`config.mk`:
```
export PLATFORM = sky130hd
export DESIGN_NAME = small_comb_result_acc_flat
export DESIGN_NICKNAME = d
export VERILOG_FILES = /design/src/rtl/small_comb_result_acc_if.sv /design/src/rtl/small_comb_result_acc.sv /design/src/flat_wrapper.sv
export SDC_FILE = /design/constraint.sdc
export NUM_CORES = 1
export LEC_CHECK = 0
export BUFFER_PORTS_ARGS = -buffer_cell sky130_fd_sc_hd__buf_4
export CAP_MARGIN = 15
export CORE_ASPECT_RATIO = 0.7
export CORE_MARGIN = 2
export CORE_UTILIZATION = 56
export CTS_CLUSTER_SIZE = 20
export DETAILED_ROUTE_END_ITERATION = 8
export GPL_TIMING_DRIVEN = 1
export PLACE_DENSITY = 0.79
export SYNTH_ARGS = -nofsm -noshare
export SYNTH_HDL_FRONTEND = slang
export SYNTH_SLANG_ARGS = --single-unit
export TNS_END_PERCENT = 10
```
`constraint.sdc`:
```
create_clock -name clk -period 2.8 [get_ports clk]
set_input_delay 0.84 -clock clk [delete_from_list [all_inputs] [get_ports clk]]
set_output_delay 0.84 -clock clk [all_outputs]
set_load 0.05 [all_outputs]
```
`src/rtl/small_comb_result_acc_if.sv`:
```
// Bundle of the sample input handshake and the result output handshake for
// small_comb_result_acc. Both channels use the same valid/ready rule: a
// transfer happens on a rising clk edge where valid and ready are both 1,
// valid never depends on ready, and the ready/valid outputs of the
// accumulator come straight from its state register.
interface small_comb_result_acc_if #(
  parameter int SUM_W = 12
);
  logic [7:0]       d_in;
  logic             d_vld;
  logic             d_rdy;
  logic [SUM_W-1:0] res_sum;
  logic [7:0]       res_and_cnt;
  logic [7:0]       res_or_cnt;
  logic             res_par;
  logic             res_vld;
  logic             res_rdy;

  // Producer of samples and consumer of results (the surrounding datapath).
  modport master (
    output d_in, d_vld, res_rdy,
    input  d_rdy, res_sum, res_and_cnt, res_or_cnt, res_par, res_vld
  );

  // The accumulator itself.
  modport slave (
    input  d_in, d_vld, res_rdy,
    output d_rdy, res_sum, res_and_cnt, res_or_cnt, res_par, res_vld
  );
endinterface

```
`src/rtl/small_comb_result_acc.sv`:
```
// Windowed accumulator behind the small combinational logic stage. It
// gathers WIN accepted result words, sums their d_sum fields, counts d_and
// and d_or hits, folds the d_xor bits into one parity bit, and then holds a
// registered result on a valid/ready output until the consumer takes it.
//
// d_in layout: [0] d_f, [1] d_inv, [3:2] d_xor, [5:4] d_sum, [6] d_and,
// [7] d_or. d_f and d_inv carry no statistic here.
//
// Handshake rule (both channels): a transfer happens on a rising clk edge
// with valid && ready. d_rdy and res_vld decode only the state register, so
// no combinational path exists from d_vld or res_rdy to them.
//
// WIN must lie in 2..255 and 2**SUM_W must exceed 3*WIN so the sum and the
// counters cannot wrap inside one window.
module small_comb_result_acc #(
  parameter int WIN   = 8,
  parameter int SUM_W = 12
) (
  input  logic                   clk,
  input  logic                   resetn,
  input  logic                   clr,
  small_comb_result_acc_if.slave bus,
  output logic                   state_dbg
);

  typedef enum logic {
    ACC = 1'b0,
    OUT = 1'b1
  } state_t;

  localparam logic [7:0] LAST_IDX = 8'(WIN - 1);

  state_t           state, state_nxt;

  logic [7:0]       smp_cnt, smp_cnt_nxt;
  logic [SUM_W-1:0] acc_sum, acc_sum_nxt;
  logic [7:0]       acc_and, acc_and_nxt;
  logic [7:0]       acc_or, acc_or_nxt;
  logic             acc_par, acc_par_nxt;

  logic [SUM_W-1:0] res_sum_q, res_sum_nxt;
  logic [7:0]       res_and_q, res_and_nxt;
  logic [7:0]       res_or_q, res_or_nxt;
  logic             res_par_q, res_par_nxt;

  logic             accept;
  logic             last_smp;
  logic [SUM_W-1:0] sum_ext;
  logic [SUM_W-1:0] sum_add;
  logic [7:0]       and_add;
  logic [7:0]       or_add;
  logic             par_add;

  // d_f and d_inv are part of the word but not accumulated.
  logic             unused_fields;
  assign unused_fields = ^bus.d_in[1:0];

  // Field extraction and zero extension of the incoming word.
  assign sum_ext = {{(SUM_W-2){1'b0}}, bus.d_in[5:4]};
  assign sum_add = acc_sum + sum_ext;
  assign and_add = acc_and + {7'd0, bus.d_in[6]};
  assign or_add  = acc_or  + {7'd0, bus.d_in[7]};
  assign par_add = acc_par ^ bus.d_in[3] ^ bus.d_in[2];

  // A sample is consumed only in ACC with d_vld high; clr drops it.
  assign accept   = (state == ACC) && bus.d_vld && !clr;
  assign last_smp = accept && (smp_cnt == LAST_IDX);

  // Next state, next accumulators and next result registers; defaults hold.
  always_comb begin
    state_nxt   = state;
    smp_cnt_nxt = smp_cnt;
    acc_sum_nxt = acc_sum;
    acc_and_nxt = acc_and;
    acc_or_nxt  = acc_or;
    acc_par_nxt = acc_par;
    res_sum_nxt = res_sum_q;
    res_and_nxt = res_and_q;
    res_or_nxt  = res_or_q;
    res_par_nxt = res_par_q;

    if (clr) begin
      // Window restarts; the last result stays readable but is not flagged.
      state_nxt   = ACC;
      smp_cnt_nxt = '0;
      acc_sum_nxt = '0;
      acc_and_nxt = '0;
      acc_or_nxt  = '0;
      acc_par_nxt = 1'b0;
    end else begin
      case (state)
        ACC: begin
          if (last_smp) begin
            // Final sample goes straight into the result, not the accumulator.
            res_sum_nxt = sum_add;
            res_and_nxt = and_add;
            res_or_nxt  = or_add;
            res_par_nxt = par_add;
            smp_cnt_nxt = '0;
            acc_sum_nxt = '0;
            acc_and_nxt = '0;
            acc_or_nxt  = '0;
            acc_par_nxt = 1'b0;
            state_nxt   = OUT;
          end else if (accept) begin
            smp_cnt_nxt = smp_cnt + 8'd1;
            acc_sum_nxt = sum_add;
            acc_and_nxt = and_add;
            acc_or_nxt  = or_add;
            acc_par_nxt = par_add;
          end
        end
        OUT: begin
          if (bus.res_rdy) begin
            state_nxt = ACC;
          end
        end
        default: begin
          state_nxt = ACC;
        end
      endcase
    end
  end

  // FSM state register.
  always_ff @(posedge clk) begin
    if (!resetn) begin
      state <= ACC;
    end else begin
      state <= state_nxt;
    end
  end

  // Window accumulators and sample counter.
  always_ff @(posedge clk) begin
    if (!resetn) begin
      smp_cnt <= '0;
      acc_sum <= '0;
      acc_and <= '0;
      acc_or  <= '0;
      acc_par <= 1'b0;
    end else begin
      smp_cnt <= smp_cnt_nxt;
      acc_sum <= acc_sum_nxt;
      acc_and <= acc_and_nxt;
      acc_or  <= acc_or_nxt;
      acc_par <= acc_par_nxt;
    end
  end

  // Result registers, loaded on the last sample of a window.
  always_ff @(posedge clk) begin
    if (!resetn) begin
      res_sum_q <= '0;
      res_and_q <= '0;
      res_or_q  <= '0;
      res_par_q <= 1'b0;
    end else begin
      res_sum_q <= res_sum_nxt;
      res_and_q <= res_and_nxt;
      res_or_q  <= res_or_nxt;
      res_par_q <= res_par_nxt;
    end
  end

  // Handshake flags decode the state register only.
  assign bus.d_rdy       = (state == ACC);
  assign bus.res_vld     = (state == OUT);
  assign bus.res_sum     = res_sum_q;
  assign bus.res_and_cnt = res_and_q;
  assign bus.res_or_cnt  = res_or_q;
  assign bus.res_par     = res_par_q;
  assign state_dbg       = state;

endmodule

```
`src/flat_wrapper.sv`:
```
// flat-port wrapper written by rule: the top's interface ports become plain ports
module small_comb_result_acc_flat 
#(
  parameter int WIN   = 8,
  parameter int SUM_W = 12
)
  (clk, resetn, clr, state_dbg, bus_d_in, bus_d_vld, bus_res_rdy, bus_d_rdy, bus_res_sum, bus_res_and_cnt, bus_res_or_cnt, bus_res_par, bus_res_vld);
  small_comb_result_acc_if #(.SUM_W(SUM_W)) bus_i ();
  input  logic clk;
  input  logic resetn;
  input  logic clr;
  output logic state_dbg;
  input wire logic [$bits(bus_i.d_in)-1:0] bus_d_in;
  input wire logic [$bits(bus_i.d_vld)-1:0] bus_d_vld;
  input wire logic [$bits(bus_i.res_rdy)-1:0] bus_res_rdy;
  output wire logic [$bits(bus_i.d_rdy)-1:0] bus_d_rdy;
  output wire logic [$bits(bus_i.res_sum)-1:0] bus_res_sum;
  output wire logic [$bits(bus_i.res_and_cnt)-1:0] bus_res_and_cnt;
  output wire logic [$bits(bus_i.res_or_cnt)-1:0] bus_res_or_cnt;
  output wire logic [$bits(bus_i.res_par)-1:0] bus_res_par;
  output wire logic [$bits(bus_i.res_vld)-1:0] bus_res_vld;
  assign bus_i.d_in = bus_d_in;
  assign bus_i.d_vld = bus_d_vld;
  assign bus_i.res_rdy = bus_res_rdy;
  assign bus_d_rdy = bus_i.d_rdy;
  assign bus_res_sum = bus_i.res_sum;
  assign bus_res_and_cnt = bus_i.res_and_cnt;
  assign bus_res_or_cnt = bus_i.res_or_cnt;
  assign bus_res_par = bus_i.res_par;
  assign bus_res_vld = bus_i.res_vld;
  small_comb_result_acc #(.WIN(WIN), .SUM_W(SUM_W)) u_core (.clk(clk), .resetn(resetn), .clr(clr), .bus(bus_i), .state_dbg(state_dbg));
endmodule
```
* Word-level counts from Yosys, hierarchy flattened
Cells that the tools add are included.
** Operators by class
- Bitwise gates (word level) :: 5
- Eq/ne operators :: 1
- Muxes and demuxes :: 13
- Reduce and logical (&&, ||, !) cells :: 8
- Add/subtract/negate cells :: 4
** Operators by type and width (count)
- $mux 8 :: 6
- $mux 12 :: 2
- $add 8x1->8 :: 2
- $add 12x2->12 :: 1
- $add 8x1->8 const B :: 1
- $eq 8x3->1 const B :: 1
- $mux 1 :: 4
- $logic_and 1x1->1 :: 3
- $not 1->1 :: 3
- $reduce_and 3->1 :: 1
- $pmux 1 s2 :: 1
- $reduce_and 2->1 :: 1
- $reduce_bool 2->1 :: 1
- $reduce_or 2->1 :: 1
- $xor 1x1->1 :: 2
- $logic_not 1->1 :: 1
** Storage, ports and cells
- Output and inout port bits :: 32
- Register bits after elaboration :: 67
- Input bits :: 13
- Word-level logic and storage cells :: 41

* Logic depth before layout (Yosys ltp)
Gate-level depths: netlist of the first run.
- Depth after elaboration :: 6
- Mapped depth :: 7
- Gate-level depth less buffers :: 7

* Worst setup path after synthesis of the first run
Ideal clock, no wire load.
- Path kind :: input to register
- Start point :: input bus_d_in[4]
- End point :: register u_core.acc_sum[8]
- Setup time :: 0.134 ns
- Required time :: 2.666 ns
- Data arrival time :: 2.271 ns
- Slack :: 0.395 ns
- Cell stages on the path :: 7
- Path buffers :: 0
- Cell sequence :: ha_1 -> inv_1 -> fa_1 -> nand3b_1 -> nor3_1 -> nand3b_1 -> a31oi_1
** On the way
- Word-level cells in the longest chain between the ends :: 3
** Ends and longest elaborated chain
- start: declaration :: line flat_wrapper.sv:13 : input wire logic [$bits(bus_i.d_in)-1:0] bus_d_in;
- $add 12x2->12 :: line small_comb_result_acc.sv:60 : assign sum_add = acc_sum + sum_ext;
- $mux 12 :: line small_comb_result_acc.sv:105 : end else if (accept) begin
- $mux 12 :: line small_comb_result_acc.sv:93 : if (last_smp) begin
- end signal: assignment :: line small_comb_result_acc.sv:144 : acc_sum <= acc_sum_nxt;
- end: declaration :: line small_comb_result_acc.sv:36 : logic [SUM_W-1:0] acc_sum, acc_sum_nxt;
No other way between the ends. The select of a mux whose other input is x is not followed.
A chain may end at the register's enable or synchronous reset.

* Final worst setup path of the first run
Ends and elaborated chain as after synthesis.

==> metrics.txt, run 1 <==
# TYPE chip_impl_metric gauge
chip_impl_metric{name="final_layout_size_suffix_gt1_share",unit="%"} 17.9
chip_impl_metric{name="timing.slew.headroom",unit="%"} 59.5
chip_impl_info{name="path_class",value="input port to flip-flop"} 1
chip_impl_info{name="critical_path.cell_chain",value="buf_4 > ha_1 > inv_1 > fa_1 > nand3b_1 > nor3_1 > nand3b_1 > a31oi_1"} 1
chip_impl_metric{name="worst_hold_slack",unit="ns"} 0.484
chip_impl_metric{name="synth_enable_flop_cells",unit=""} 0
chip_impl_metric{name="firstDrtPassIters",unit=""} 4
chip_impl_metric{name="cts.clk_slew.worst_paths",unit="ns"} 0.07
chip_impl_metric{name="syn_area",unit="sq um"} 2980
chip_impl_metric{name="chipWidth",unit="um"} 91.3
chip_impl_info{name="min_from",value="u_core.acc_sum[1]"} 1
chip_impl_metric{name="worst-slew-pin-transition",unit="ns"} 0.602
chip_impl_metric{name="post-synth-top-area-fraction",unit="%"} 44.9
chip_impl_info{name="run_status",value="complete, no violations"} 1
chip_impl_metric{name="viasPerCell",unit=""} 5.73
chip_impl_metric{name="postSynthNetCount",unit=""} 356
chip_impl_metric{name="wl_per_cell",unit="um"} 15.0
chip_impl_metric{name="grt_usage",unit="%"} 24.7
chip_impl_metric{name="cp_data_arrival_time",unit="ns"} 2.57
chip_impl_metric{name="antenna-diode-count",unit=""} 0
chip_impl_info{name="cts_root_buf",value="sky130_fd_sc_hd__clkbuf_8"} 1
chip_impl_metric{name="critical_path_peak_fanout",unit=""} 7
chip_impl_info{name="main_flop_type_after_synthesis",value="sky130_fd_sc_hd__dfxtp_1"} 1
chip_impl_metric{name="fin_tns_setup",unit="ns"} 0
chip_impl_metric{name="pin_count_of_the_biggest_net_entering_global_routing",unit=""} 44
chip_impl_info{name="critPathLaunchType",value="input port"} 1
chip_impl_metric{name="ir_worst_vdd",unit="mV"} 0.400
chip_impl_metric{name="setup_violations",unit=""} 0
chip_impl_metric{name="number_of_maximum_capacitance_violations",unit=""} 0
chip_impl_metric{name="postRouteWirelength",unit="um"} 6770
chip_impl_metric{name="netlist_instances",unit=""} 335
chip_impl_metric{name="max_transition_viols_final",unit=""} 0
chip_impl_info{name="startpoint_of_the_worst_slack_reg_to_reg_timing_path",value="u_core.acc_sum[0]"} 1
chip_impl_metric{name="synth-async-reset-ratio",unit="%"} 0
chip_impl_metric{name="number_of_drc_markers_after_the_initial_detailed_route_iteration",unit=""} 162
chip_impl_metric{name="gpl.final_weighted_congestion",unit=""} 0.810
chip_impl_metric{name="floorplan.io_pins",unit=""} 45
chip_impl_metric{name="min_period",unit="ns"} 2.36
chip_impl_metric{name="route.detailed.drc",unit=""} 0
chip_impl_metric{name="buffer_ports.inserted",unit=""} 42
chip_impl_metric{name="cellLeakagePower",unit="nW"} 1.36
chip_impl_metric{name="cts.htree.levels",unit=""} 3
chip_impl_metric{name="yosysWarnings",unit=""} 0
chip_impl_metric{name="dp_hpwl",unit="um"} 4500
chip_impl_info{name="hold_path_class",value="flip-flop to flip-flop"} 1
chip_impl_metric{name="fmax",unit="MHz"} 424
chip_impl_info{name="crit_path_top_delay_cell",value="sky130_fd_sc_hd__fa_1"} 1
chip_impl_metric{name="worst_ep_required_time",unit="ns"} 3.01
chip_impl_info{name="tritoncts",value="yes"} 1
chip_impl_info{name="cp-startpoint",value="bus_d_in[4]"} 1
chip_impl_metric{name="routed-via-count",unit=""} 2585
chip_impl_info{name="grt_setup_unrepaired",value="no"} 1
chip_impl_metric{name="post-cts-setup-buffer-count",unit=""} 0
chip_impl_metric{name="placement_rows",unit=""} 22
chip_impl_info{name="synth.top_cells.by_area",value="sky130_fd_sc_hd__dfxtp_1 45%, sky130_fd_sc_hd__xnor2_1 5.9%, sky130_fd_sc_hd__a31oi_1 5.0%, sky130_fd_sc_hd__nor2_1 4.2%, sky130_fd_sc_hd__o21ai_0 3.7%"} 1
chip_impl_metric{name="finalHoldViolCount",unit=""} 0
chip_impl_metric{name="synth_cell_types",unit=""} 37
chip_impl_metric{name="skew_pair_late_insertion_delay",unit="ns"} 0.34
chip_impl_metric{name="total_power",unit="W"} 0.00209
chip_impl_metric{name="cts.repair.resized",unit=""} 0
chip_impl_metric{name="seq_area_frac_synth",unit="%"} 44.9
chip_impl_metric{name="ys_ff_latch",unit=""} 67
chip_impl_metric{name="clkSinkCount",unit=""} 67
chip_impl_metric{name="dieArea",unit="sq um"} 5940
chip_impl_metric{name="chipHeight",unit="um"} 65.1
chip_impl_metric{name="coreArea",unit="sq um"} 5200
chip_impl_metric{name="cp_slowest_stage_delay",unit="ns"} 0.44
chip_impl_metric{name="initial_utilization",unit="%"} 57.4
chip_impl_metric{name="timing.final.crit_share",unit="%"} 84.3
chip_impl_info{name="cp-end-kind",value="flip-flop"} 1
chip_impl_metric{name="ant_nets",unit=""} 0
chip_impl_metric{name="clock_path_buffers",unit=""} 2
chip_impl_metric{name="grt_antenna_before_repair",unit=""} 0
chip_impl_metric{name="grt_pass1_vias",unit=""} 2415
chip_impl_metric{name="final.fill_count",unit=""} 423
chip_impl_metric{name="finClkSkew",unit="ns"} 0.00671
chip_impl_info{name="crit_path_frequent_cell",value="sky130_fd_sc_hd__nand3b_1"} 1
chip_impl_metric{name="cts.hold.buffers_added",unit=""} 0
chip_impl_metric{name="synth.avg_cell_area",unit="sq um"} 8.91
chip_impl_metric{name="p_per_area",unit="nW/um^2"} 577
chip_impl_metric{name="finalNetCount",unit=""} 395
chip_impl_metric{name="cts_buffers",unit=""} 9
chip_impl_metric{name="area_delta_synth_final",unit="%"} 21.2
chip_impl_metric{name="grt_pass1_wl",unit="um"} 11400
chip_impl_info{name="synth_area_leader_cell",value="sky130_fd_sc_hd__dfxtp_1"} 1
chip_impl_metric{name="gr-total-overflow",unit=""} 0
==> power breakdown <==
| group | internal (W) | total [W] | switching (W) | leakage (nW) |
|---|---|---|---|---|
| Clock | 0.000663 | 0.00102 | 0.000352 | 0.133 |
| Combinational | 0.0000397 | 0.0000987 | 0.0000590 | 0.684 |
| Sequential | 0.000963 | 0.000975 | 0.0000116 | 0.540 |
| Total | 0.00167 | 0.00209 | 0.000423 | 1.36 |
==> synth_stat cells (all sizes together), types with 2 or more instances <==
| master | count |
|---|---|
| dfxtp | 67 |
| nor2 | 33 |
| a31oi | 24 |
| o21ai | 22 |
| nand2 | 20 |
| xnor2 | 20 |
| a21oi | 19 |
| nand3 | 15 |
| clkbuf | 12 |
| nand3b | 11 |
| buf | 10 |
| mux2i | 10 |
| inv | 9 |
| xor2 | 8 |
| a22oi | 7 |
| ha | 7 |
| nor3 | 7 |
| and3 | 6 |
| a211oi | 5 |
| nor4 | 4 |
| nand2b | 3 |
| nand4 | 3 |
| a41oi | 2 |
| o31a | 2 |
| or3b | 2 |
==> placed cells by master (no fill, tap or decap), types with 8 or more instances in the layout <==
cell and count:
sky130_fd_sc_hd__a31oi_1 24, sky130_fd_sc_hd__xor2_1 8, sky130_fd_sc_hd__xnor2_1 20, sky130_fd_sc_hd__clkbuf_8 12
sky130_fd_sc_hd__nand3_1 15, sky130_fd_sc_hd__mux2i_1 10, sky130_fd_sc_hd__dfxtp_1 67, sky130_fd_sc_hd__nand3b_1 11
sky130_fd_sc_hd__nand2_1 20, sky130_fd_sc_hd__buf_4 49, sky130_fd_sc_hd__nor2_1 33, sky130_fd_sc_hd__inv_1 9
sky130_fd_sc_hd__a21oi_1 19, sky130_fd_sc_hd__o21ai_0 22
==> per-stage QoR <==
step                      setup slack [ns]  instance area [sq um]  utilization, %  cells
after global routing                 0.331                   3620            69.5    451
after detailed placement             0.120                   3360            64.5    435
final                                0.439                   3620            69.5    451
after CTS                            0.458                   3620            69.5    451
after floorplan                      0.395                   2980               -    335
after global placement               0.181                   3360            64.5    435
==> kinds of logic after synthesis <==
group,synth area share [%]
and+or+nand+nor,18.3
AOI/OAI and AO/OA,16.9
DFF,44.9
buffers and inverters,4.65
xor gates and xnor gates,8.22
muxes,3.35
adders and majority gates,3.61
==> worst paths after layout <==
kind,end,slack [ns],cells past startpoint
worst min register to register,u_core.acc_sum[1],0.48,2
worst min-delay path,u_core.acc_sum[1],0.48,2
worst max register to register,u_core.acc_sum[8],0.68,7
worst max-delay path,u_core.acc_sum[8],0.44,8
==> flip-flops by register name, summed over array words and instances, names as in the netlist, 8 cells and up <==
| name | cells |
|---|---|
| u_core.bus.res_and_cnt | 8 |
| u_core.bus.res_sum | 12 |
| u_core.smp_cnt | 8 |
| u_core.acc_sum | 12 |
| u_core.acc_and | 8 |
| u_core.acc_or | 8 |
| u_core.bus.res_or_cnt | 8 |
==> routing by layer <==
| layer | GRT usage (%) | part of all wire [%] | vias up |
|---|---|---|---|
| met1 | 30.3 | 46 | 1236 |
| li1 | - | - | 1278 |
| met5 | 0 | 0 | - |
| met2 | 41.8 | 48 | 65 |
| met4 | 7.95 | 0.99 | 0 |
| met3 | 7.67 | 5.1 | 6 |
==> critical path, delay by kind of cell <==
| kind | cells | cell delay (ns) |
|---|---|---|
| compound gates | 1 | 0.08 |
| simple gates | 3 | 0.88 |
| buf+inv | 2 | 0.15 |
| fa+ha+maj | 2 | 0.61 |
==> final cells by class <==
class	instances	area [sq um]	area share, %
Sequential cell	67	1340	37.1
Multi-Input combinational cell	237	1500	41.6
Inverter	9	33.8	0.934
Clock buffer	12	165	4.57
Clock inverter	4	95.1	2.63
Tap cell	72	90.1	2.49
Timing Repair Buffer	50	388	10.7
Note: power is estimated with default switching activity, not from simulation.
==> run 2, diff against run 1 <==
--- a/config.mk
+++ b/config.mk
@@ -9,11 +9,11 @@
 export CAP_MARGIN = 15
 export CORE_ASPECT_RATIO = 0.7
 export CORE_MARGIN = 2
-export CORE_UTILIZATION = 56
+export CORE_UTILIZATION = 51
 export CTS_CLUSTER_SIZE = 20
 export DETAILED_ROUTE_END_ITERATION = 8
 export GPL_TIMING_DRIVEN = 1
-export PLACE_DENSITY = 0.79
+export PLACE_DENSITY = 0.76
 export SYNTH_ARGS = -nofsm -noshare
 export SYNTH_HDL_FRONTEND = slang
 export SYNTH_SLANG_ARGS = --single-unit
==> constraint.sdc (replaced) <==
create_clock -name clk -period 2.1 [get_ports clk]
set_input_delay 0.63 -clock clk [delete_from_list [all_inputs] [get_ports clk]]
set_output_delay 0.63 -clock clk [all_outputs]
set_load 0.05 [all_outputs]
==> run 2 against run 1 <==
Compared with the run above:
- clock skew up 0.0013 ns
- flip-flop and latch count unchanged
- utilization down 6.0 points
- sequential power up 33%
- combinational power up 45%
==> metrics.txt, run 2 (synthesis results as in run 1) <==
# TYPE chip_impl_metric gauge
chip_impl_metric{name="dieArea",unit="sq um"} 6490
chip_impl_metric{name="chipWidth",unit="um"} 95.4
chip_impl_metric{name="fmax",unit="MHz"} 515
chip_impl_metric{name="pin_count_of_the_biggest_net_entering_global_routing",unit=""} 37
chip_impl_metric{name="gr-usage-met1",unit="%"} 29.8
chip_impl_metric{name="coreArea",unit="sq um"} 5700
chip_impl_metric{name="worst-slew-pin-transition",unit="ns"} 0.732
chip_impl_info{name="critPathLaunchType",value="flip-flop"} 1
chip_impl_metric{name="route.detailed.drc",unit=""} 0
chip_impl_metric{name="postLayoutSetupSlackWorst",unit="ns"} 0.158
chip_impl_metric{name="global_route.usage.met2",unit="%"} 35.7
chip_impl_info{name="critical_path.cell_chain",value="or4_1 > nor4_4 > buf_4 > nor2_1 > a211oi_1"} 1
chip_impl_metric{name="cts_buffers",unit=""} 9
chip_impl_info{name="tritoncts",value="yes"} 1
chip_impl_metric{name="finalHoldViolCount",unit=""} 0
chip_impl_metric{name="cts.hold.buffers_added",unit=""} 0
chip_impl_metric{name="sequential_cell_area",unit="sq um"} 1340
chip_impl_info{name="timing.critical_path.max_delay_family",value="simple AND/OR/NAND/NOR gates"} 1
chip_impl_metric{name="grt_usage",unit="%"} 22.8
chip_impl_metric{name="postRouteWirelength",unit="um"} 6760
chip_impl_metric{name="placement_rows",unit=""} 23
chip_impl_metric{name="max_transition_viols_final",unit=""} 0
chip_impl_metric{name="worst_ep_required_time",unit="ns"} 2.35
chip_impl_metric{name="multiInputGateArea",unit="sq um"} 1510
chip_impl_info{name="path_class",value="flip-flop to flip-flop"} 1
chip_impl_metric{name="grt_pass1_vias",unit=""} 2351
chip_impl_metric{name="gpl.final_weighted_congestion",unit=""} 0.824
chip_impl_info{name="hold_path_class",value="flip-flop to flip-flop"} 1
chip_impl_metric{name="ir_worst_vdd",unit="mV"} 0.415
chip_impl_metric{name="number_of_maximum_capacitance_violations",unit=""} 0
chip_impl_metric{name="clkSinkCount",unit=""} 67
chip_impl_info{name="cp-end-kind",value="flip-flop"} 1
chip_impl_metric{name="number_of_drc_markers_after_the_initial_detailed_route_iteration",unit=""} 160
chip_impl_metric{name="cts.repair.resized",unit=""} 0
chip_impl_metric{name="routed-via-count",unit=""} 2589
chip_impl_metric{name="area_delta_synth_final",unit="%"} 21.3
chip_impl_metric{name="met3_usage_grt",unit="%"} 6.61
chip_impl_metric{name="post-cts-setup-buffer-count",unit=""} 0
chip_impl_info{name="layout_common_cells",value="67 x sky130_fd_sc_hd__dfxtp_1, 54 x sky130_fd_sc_hd__buf_4, 33 x sky130_fd_sc_hd__nor2_1"} 1
chip_impl_info{name="layout.cells.most_common",value="sky130_fd_sc_hd__dfxtp_1"} 1
chip_impl_metric{name="worst_hold_slack",unit="ns"} 0.478
chip_impl_metric{name="antenna-diode-count",unit=""} 0
chip_impl_info{name="min_from",value="u_core.acc_or[7]"} 1
chip_impl_metric{name="firstDrtPassIters",unit=""} 4
chip_impl_metric{name="initial_utilization",unit="%"} 52.4
chip_impl_metric{name="floorplan.io_pins",unit=""} 45
chip_impl_metric{name="cts.clk_slew.worst_paths",unit="ns"} 0.07
chip_impl_metric{name="p_per_area",unit="nW/um^2"} 691
chip_impl_metric{name="cts.htree.levels",unit=""} 3
chip_impl_metric{name="wl_per_cell",unit="um"} 14.7
chip_impl_info{name="grt_setup_unrepaired",value="no"} 1
chip_impl_metric{name="timing.final.crit_share",unit="%"} 92.5
chip_impl_metric{name="dp_hpwl",unit="um"} 4700
chip_impl_metric{name="buffer_ports.inserted",unit=""} 42
chip_impl_metric{name="cellLeakagePower",unit="nW"} 1.36
chip_impl_metric{name="setup_violations",unit=""} 0
chip_impl_metric{name="clock_path_buffers",unit=""} 2
chip_impl_metric{name="finClkSkew",unit="ns"} 0.00802
chip_impl_info{name="crit_path_top_delay_cell",value="sky130_fd_sc_hd__or4_1"} 1
chip_impl_metric{name="critical_path_peak_fanout",unit=""} 17
chip_impl_metric{name="timing.slew.headroom",unit="%"} 50.7
chip_impl_info{name="grt.busiest_layer",value="met2"} 1
chip_impl_metric{name="gr-total-overflow",unit=""} 0
chip_impl_metric{name="viasPerCell",unit=""} 5.63
chip_impl_metric{name="ant_nets",unit=""} 0
chip_impl_metric{name="min_period",unit="ns"} 1.94
chip_impl_info{name="run_status",value="complete, no violations"} 1
chip_impl_metric{name="cp_slowest_stage_delay",unit="ns"} 0.60
chip_impl_metric{name="skew_pair_late_insertion_delay",unit="ns"} 0.35
chip_impl_metric{name="finalNetCount",unit=""} 401
chip_impl_metric{name="cp_num_buf_inv",unit=""} 1
chip_impl_metric{name="final_layout_size_suffix_gt1_share",unit="%"} 19.5
chip_impl_info{name="cts_root_buf",value="sky130_fd_sc_hd__clkbuf_8"} 1
chip_impl_info{name="startpoint_of_the_worst_slack_reg_to_reg_timing_path",value="u_core.smp_cnt[3]"} 1
chip_impl_metric{name="cp_data_arrival_time",unit="ns"} 2.19
chip_impl_metric{name="final.fill_count",unit=""} 496
chip_impl_info{name="cp-startpoint",value="u_core.smp_cnt[3]"} 1
chip_impl_metric{name="grt_pass1_wl",unit="um"} 11100
chip_impl_metric{name="chipHeight",unit="um"} 68
chip_impl_metric{name="grt_antenna_before_repair",unit=""} 0
chip_impl_metric{name="pre_cts_slack",unit="ns"} -0.132
chip_impl_metric{name="fin_util",unit="%"} 63.5
run 2: cell types whose count changed in the layout (fill, tap and decap cells not counted), moves of 2 or more:
| cell | previous run | this run |
|---|---|---|
| sky130_fd_sc_hd__clkinv_2 | 1 | 3 |
| sky130_fd_sc_hd__bufinv_16 | 3 | 1 |
| sky130_fd_sc_hd__clkbuf_8 | 12 | 10 |
| sky130_fd_sc_hd__buf_4 | 49 | 54 |
run 2: per-layer routing:
metal	vias up	part of all wire [%]	wire (um)
met3	11	5.5	374
met5	-	0	0
met2	78	46	3120
li1	1283	-	-
met4	0	1.5	102
met1	1217	47	3160
run 2: layout make-up:
class                           count  share of cell area, %
Multi-Input combinational cell    237                   41.8
Clock buffer                       11                   3.91
Inverter                            9                  0.933
Sequential cell                    67                   37.1
Tap cell                           75                   2.59
Timing Repair Buffer               56                   12.3
Clock inverter                      5                   1.45
run 2: power breakdown:
part | switching (W) | total [W] | internal (W)
Combinational | 0.0000821 | 0.000143 | 0.0000610
Sequential | 0.0000121 | 0.00130 | 0.00128
Clock | 0.000487 | 0.00106 | 0.000575
run 2: worst reg2reg max path: cells and delay by family, from the launching register on:
kind	cells	cell delay (ns)
AOI/OAI and AO/OA	1	0.23
and+or+nand+nor	3	1.01
DFF	1	0.36
buffers and inverters	1	0.26
run 2: metrics by stage:
step,instances,total power (W),area (sq um),setup TNS (ns)
finish,460,0.00250,3620,0
global route,460,0.00260,3620,0
CTS,460,0.00252,3620,0
global placement,444,0.00146,3430,-0.494
floorplan,335,0.00141,2990,-0.00792
detailed placement,444,0.00147,3430,-0.841
run 2: worst paths after layout:
check | endpoint | slack [ns] | cells after the start
hold / removal | u_core.acc_or[7] | 0.48 | 2
hold reg to reg | u_core.acc_or[7] | 0.48 | 2
setup / recovery | u_core.bus.res_or_cnt[2] | 0.16 | 5
setup reg to reg | u_core.bus.res_or_cnt[2] | 0.16 | 5
